### config.mk
export PLATFORM = sky130hd
export DESIGN_NAME = rr_mux_arbiter
export DESIGN_NICKNAME = d
export VERILOG_FILES = /design/src/rtl/rr_mux_arbiter.sv
export SDC_FILE = /design/constraint.sdc
export NUM_CORES = 1
export LEC_CHECK = 0
export BUFFER_PORTS_ARGS = -buffer_cell sky130_fd_sc_hd__buf_2
export CAP_MARGIN = 10
export CELL_PAD_IN_SITES_DETAIL_PLACEMENT = 2
export CELL_PAD_IN_SITES_GLOBAL_PLACEMENT = 2
export CORE_MARGIN = 5
export CORE_UTILIZATION = 19
export CTS_CLUSTER_SIZE = 10
export DETAILED_ROUTE_END_ITERATION = 10
export GPL_TIMING_DRIVEN = 0
export HOLD_SLACK_MARGIN = 0.1
export PLACE_DENSITY_LB_ADDON = 0.08
export RECOVER_POWER = 100
export SLEW_MARGIN = 20
export SYNTH_ARGS = -nofsm -noshare
export SYNTH_HDL_FRONTEND = slang
export SYNTH_SLANG_ARGS = --single-unit
export TNS_END_PERCENT = 30
### constraint.sdc
create_clock -name clk -period 3.5 [get_ports clk]
set_clock_uncertainty 0.15 [all_clocks]
set_input_delay 0.175 -clock clk [delete_from_list [all_inputs] [get_ports clk]]
set_output_delay 0.175 -clock clk [all_outputs]
set_load 0.05 [all_outputs]
### src/rtl/rr_mux_arbiter.sv
// Round-robin arbiter sharing one WIDTH-bit datapath between INPUTS requesters.
// A grant is held for a whole burst; ownership passes on only after a last beat.
module rr_mux_arbiter #(
   parameter  int WIDTH  = 8,
   parameter  int INPUTS = 4,
   localparam int WSEL   = $clog2(INPUTS)
) (
   input  logic                    clk,
   input  logic                    rst_n,
   input  logic [INPUTS-1:0]       req_valid,
   input  logic [INPUTS-1:0]       req_last,
   input  logic [WIDTH*INPUTS-1:0] req_data,
   output logic [INPUTS-1:0]       req_ready,
   output logic                    out_valid,
   output logic                    out_last,
   output logic [WIDTH-1:0]        out_data,
   input  logic                    out_ready,
   output logic [WSEL-1:0]         grant,
   output logic                    busy
);

   typedef enum logic {IDLE = 1'b0, OWN = 1'b1} state_t;

   state_t            state;
   state_t            state_nxt;
   logic [WSEL-1:0]   ptr;
   logic [WSEL-1:0]   pick;
   logic [WSEL-1:0]   idx;
   logic              found;
   logic              any_req;
   logic              xfer;

   assign any_req = |req_valid;
   assign xfer    = out_valid & out_ready;

   // Search starts at ptr; WSEL-bit addition wraps INPUTS-1 back to 0.
   always_comb begin
      pick  = ptr;
      idx   = ptr;
      found = 1'b0;
      for (int k = 0; k < INPUTS; k++) begin
         idx = ptr + WSEL'(k);
         if (!found && req_valid[idx]) begin
            pick  = idx;
            found = 1'b1;
         end
      end
   end

   always_ff @(posedge clk or negedge rst_n) begin
      if (!rst_n) begin
         state <= IDLE;
         grant <= '0;
         ptr   <= '0;
      end else begin
         state <= state_nxt;
         if (state == IDLE && any_req)
            grant <= pick;
         if (state == OWN && xfer && out_last)
            ptr <= grant + WSEL'(1);
      end
   end

   always_comb begin
      state_nxt = state;
      case (state)
         IDLE: if (any_req) state_nxt = OWN;
         OWN:  if (xfer && out_last) state_nxt = IDLE;
         default: state_nxt = IDLE;
      endcase
   end

   // Handshake: a beat moves on a rising edge where out_valid and out_ready are
   // both high; the owner sees that same edge as req_valid & req_ready. Only the
   // owner's ready is ever driven, and only while the grant is held.
   always_comb begin
      out_valid = 1'b0;
      req_ready = '0;
      busy      = (state == OWN);
      out_last  = req_last[grant];
      out_data  = req_data[WIDTH*grant +: WIDTH];
      if (state == OWN) begin
         out_valid        = req_valid[grant];
         req_ready[grant] = out_ready;
      end
   end

endmodule
* Word-level counts from Yosys, hierarchy flattened
Cells that the tools add are included.
** Word-level totals
- Register bits after elaboration :: 5
- Bits of input ports :: 43
- Output and inout port bits :: 17
- Logic and storage cells :: 54
** Cells by class
- $add $sub $neg :: 4
- Order comparisons :: 6
- Shifts and indexed selects :: 1
- Multiplexer cells :: 25
- Bitwise logic cells :: 3
- Reduce and logical (&&, ||, !) cells :: 12
** Operators with widths (count)
- $shiftx A32 B6 Y8 :: 1
- $lt A2 B3 Y1 const B :: 5
- $mux W1 :: 13
- $bmux W1 S2 :: 6
- $logic_and A1 B1 Y1 :: 8
- $mux W2 :: 3
- $add A2 B1 Y2 const B :: 2
- $add A2 B2 Y2 const B :: 2
- $and A4 B4 Y4 :: 1
- $mux W4 :: 1
- $reduce_or A4 Y1 :: 1
- $logic_not A1 Y1 :: 3
- $demux W1 S2 :: 1
- $ge A2 B1 Y1 const B :: 1
- $pmux W1 S2 :: 1
- $and A1 B1 Y1 :: 1
- $not A1 Y1 :: 1

* Longest topological paths before layout
- Word-level depth :: 12
- Depth in mapped cells :: 5
- Mapped depth without buffers :: 4

* Worst setup path before layout
Ideal clock, no wire load.
- Path type :: register to register
- Start point :: register grant[0]
- End point :: register ptr[1]
- Library setup time :: 0.125 ns
- Arrival :: 1.954 ns
- Setup slack :: 1.271 ns
- Stages on the path, launching flop included :: 4
- Path buffers :: 0
- Path through :: dfrtp_1 > mux4_2 > nand4_2 > mux2_4
** On the way
- Elaborated cells between the ends (all ways) :: 9
- Those cells by class :: 1 x add/sub; 5 x mux; 1 x bitwise; 2 x reduce/logical
** RTL lines
- start, declared :: RTL line 18 : output logic [WSEL-1:0] grant,
- start signal, assigned :: RTL line 58 : grant <= pick;
- $bmux W1 S2 :: RTL line 80 : out_last = req_last[grant];
- $mux W1 (implied by the code) :: RTL line 80
- via out_last :: RTL line 15 : output logic out_last,
- $logic_and A1 B1 Y1 :: RTL line 59 : if (state == OWN && xfer && out_last)
- end signal, assigned :: RTL line 60 : ptr <= grant + WSEL'(1);
- end, declared :: RTL line 26 : logic [WSEL-1:0] ptr;
The timed path passes the listed nets, and every way through them passes these cells. The select of a mux whose other input is x is not followed.
A chain may end at the register's enable or synchronous reset.

* Worst setup path in the final report
- Start point :: register grant[0]
- End point :: output port req_ready[2]
** On the way
- Word-level cells in the longest chain between the ends :: 6
- Elaborated cells between the ends (all ways) :: 7
- Those cells by class :: 2 x order compare; 3 x mux; 1 x bitwise; 1 x reduce/logical
** Ends and longest elaborated chain
- $lt A2 B3 Y1 (implied by the code) or $ge A2 B1 Y1 (tied branches) :: RTL line 84 : req_ready[grant] = out_ready;
- $logic_and A1 B1 Y1 (implied by the code) :: RTL line 84
- $mux W1 (implied by the code) :: RTL line 84
- $demux W1 S2 * :: RTL line 84
- $and A4 B4 Y4 (no line) *
- $mux W4 * :: RTL line 82 : if (state == OWN) begin
- end, declared :: RTL line 13 : output logic [INPUTS-1:0] req_ready,
Every way passes the cells marked *; elsewhere a longest branch is shown, timed or not.

==> impl_metrics.yaml <==
synth:
  synth-async-reset-ratio: 1.000
  yosys-top-cells-count: "mux4_2, dfrtp_1"
  synth-simple-area-share: 0.1455
  synth_compound_area_frac: 0.1127
  synthTopCellsByArea: "mux4_2, dfrtp_1, ha_1"
  synth_cell_types: 21
  yosys-mux-area-fraction: 0.4098
  syn-instance-count: 52
  yosysMostFrequentCell: "mux4_2"
  yosysTopAreaCellShare: 0.3689
  synth_warnings: 0
  synthesis.area_um2: 610.6
  synthFlopType: "dfrtp_1"
  ys_seq_area_frac: 0.2049
  ys_ff_latch: 5
  synth.largest_area_cell: "mux4_2"
  synthAdderAreaFrac: 0.08197
  synthXorXnorAreaFrac: 0
  synth_top_family_by_area: "multiplexers"
  syn_nets: 99
  synth_edf_count: 0
  synth.avg_cell_area_um2: 11.74
cts:
  htreeDepth: 1
  cts_buffer_depth: 2
  cts_made_buffers: 3
  clk_latency_ps: 250
  clk_pin_slew_worst_paths_ps: 40
  clock-sinks: 5
  cts_tree: "yes"
  root_buffer: "clkbuf_4"
  post_cts_resized: 0
sta:
  finalSetupViolations: 0
  slew_violations: 0
  rsz0062_at_grt: "false"
  hold_ws_ps: 162.8
  finalCriticalPeriod_ps: 2575
  fmax_mhz: 388.3
  tightest_slew_ps: 741.5
  setup-tns-final_ps: 0
  slew_headroom: 0.5057
  hold_viol: 0
  fin_crit_sh: 0.7357
die:
  ioPinCount: 60
  die_y_um: 66.69
  rows: 20
  core-area_mm2: 0.003078
  start_util: 0.1984
  dieArea_mm2: 0.004448
  fp.dieW_um: 66.69
pwr:
  power_leakage_uw: 0.0004393
  max-vdd-ir-drop_v: 0.0003390
  power_uw: 870.7
  power_density_mw_per_mm2: 903.8
detailed_routing:
  drt-vias-per-instance: 4.613
  route.detailed.drc: 0
  wl_per_cell_um: 16.43
  dr.pass1.iters: 2
  vias: 738
  ant_nets: 0
  first_iter_violations: 9
  drt-total-wl_mm: 2.628
hold_path:
  min_path_type: "input port to asynchronous set/reset pin"
grt:
  antenna_found_initial: 0
  gr-total-overflow: 0
  grt_start_max_net_pins: 11
  grt_pass1_vias: 822
  grt_pass1_wl_mm: 4.098
  grt_use_total: 0.1245
flow_run:
  cap_violations: 0
worst_setup_path:
  crit_required_ps: 3170
  path_cells: "clkbuf_1 > inv_1 > ha_1 > and3_1 > clkbuf_1"
  r2r_setup_slack_ps: 1300
  worst_path_largest_cell_delay_ps: 610
  arrival_ps: 2250
  cp_common_cell: "clkbuf_1"
  cp-end-kind: "output pin"
  slowest_stage: "clkbuf_1"
  cp-start-kind: "register"
  cp_max_fo: 10
  critPathKind: "register to output pin"
finish:
  fill_cells: 390
  nets: 164
  fin_util: 0.3130
  syn2layout_area_growth_pct: 57.79
  drive_gt1_frac: 0.4741
  diodes: 0
place:
  dpl.hpwl_mm: 2.210
  port_buffers: 59
  gp_congestion: 0.7333
status:
  status: "finished, final reports clean"
==> cell families (layout without fill, tap and decap cells) <==
logic type,after synthesis,in the layout
AOI/OAI and AO/OA,11,11
muxes,12,12
buffers and inverters,6,70
and+or+nand+nor,14,14
DFF,5,5
adders and majority gates,4,4
==> sequential cells by signal (all words and copies together), names as in the netlist <==
name	flops
busy	1
grant	2
ptr	2
==> stage by stage <==
step / worst slack (ps) / instances / instance area, um2
2_1_floorplan: 1271 / 52 / 610.6
3_3_place_gp: 1549 / 155 / 960.9
3_5_place_dp: 1529 / 155 / 960.9
4_1_cts: 1255 / 160 / 997.2
5_1_grt: 679.2 / 160 / 963.4
6_report: 925.0 / 160 / 963.4
==> layout make-up <==
cell class	count	area, um2	area share
buffer	2	11.26	0.01169
clock buffer	4	26.28	0.02727
inverter	4	15.01	0.01558
multi-input combinational	41	447.9	0.4649
sequential	5	125.1	0.1299
tap	44	55.05	0.05714
timing repair buffer	60	282.8	0.2935
==> repair_timing <==
item,4_1_cts,5_1_grt
endpoints found under the hold margin,5,0
hold buffers,1,0
setup buffers,0,0
==> worst max-delay path, delay by kind of cell, from the launching register on <==
| family | cells | cell delay, ps |
|---|---|---|
| fa+ha+maj | 1 | 260 |
| buf+inv | 3 | 1120 |
| flops | 1 | 480 |
| simple gates | 1 | 140 |
==> placed cells by master, fill, tap and decap left out, types with 4 or more instances in the layout <==
cell type,count
ha_1,4
clkbuf_1,20
mux4_2,10
a21oi_1,4
and3_1,4
inv_1,4
buf_2,41
dfrtp_1,5
==> path summary, 6_finish.rpt <==
check	end	cells after the start	start
worst min register to register	ptr[0]	2	ptr[0]
min in group clk	grant[1]	3	req_valid[3]
worst max register to register	ptr[1]	4	grant[0]
worst min-delay path	grant[1]	2	rst_n
max in group asynchronous	ptr[0]	2	rst_n
worst max-delay path	req_ready[2]	5	grant[0]
==> per-layer routing <==
metal | vias up | part of all wire | GRT usage
met3 | 4 | 0.092 | 0.04047
met2 | 35 | 0.49 | 0.2302
met4 | 0 | 0.011 | 0.03046
li1 | 338 | - | -
met1 | 361 | 0.40 | 0.1352
met5 | - | 0 | 0
==> power breakdown <==
part / total [uW] / switching (uW) / internal (uW)
Sequential: 130 / 45.8 / 83.9
Clock: 66.6 / 23.5 / 43.1
Combinational: 674 / 475 / 200
Total: 871 / 544 / 327
Power figures use the tool's default switching activity.
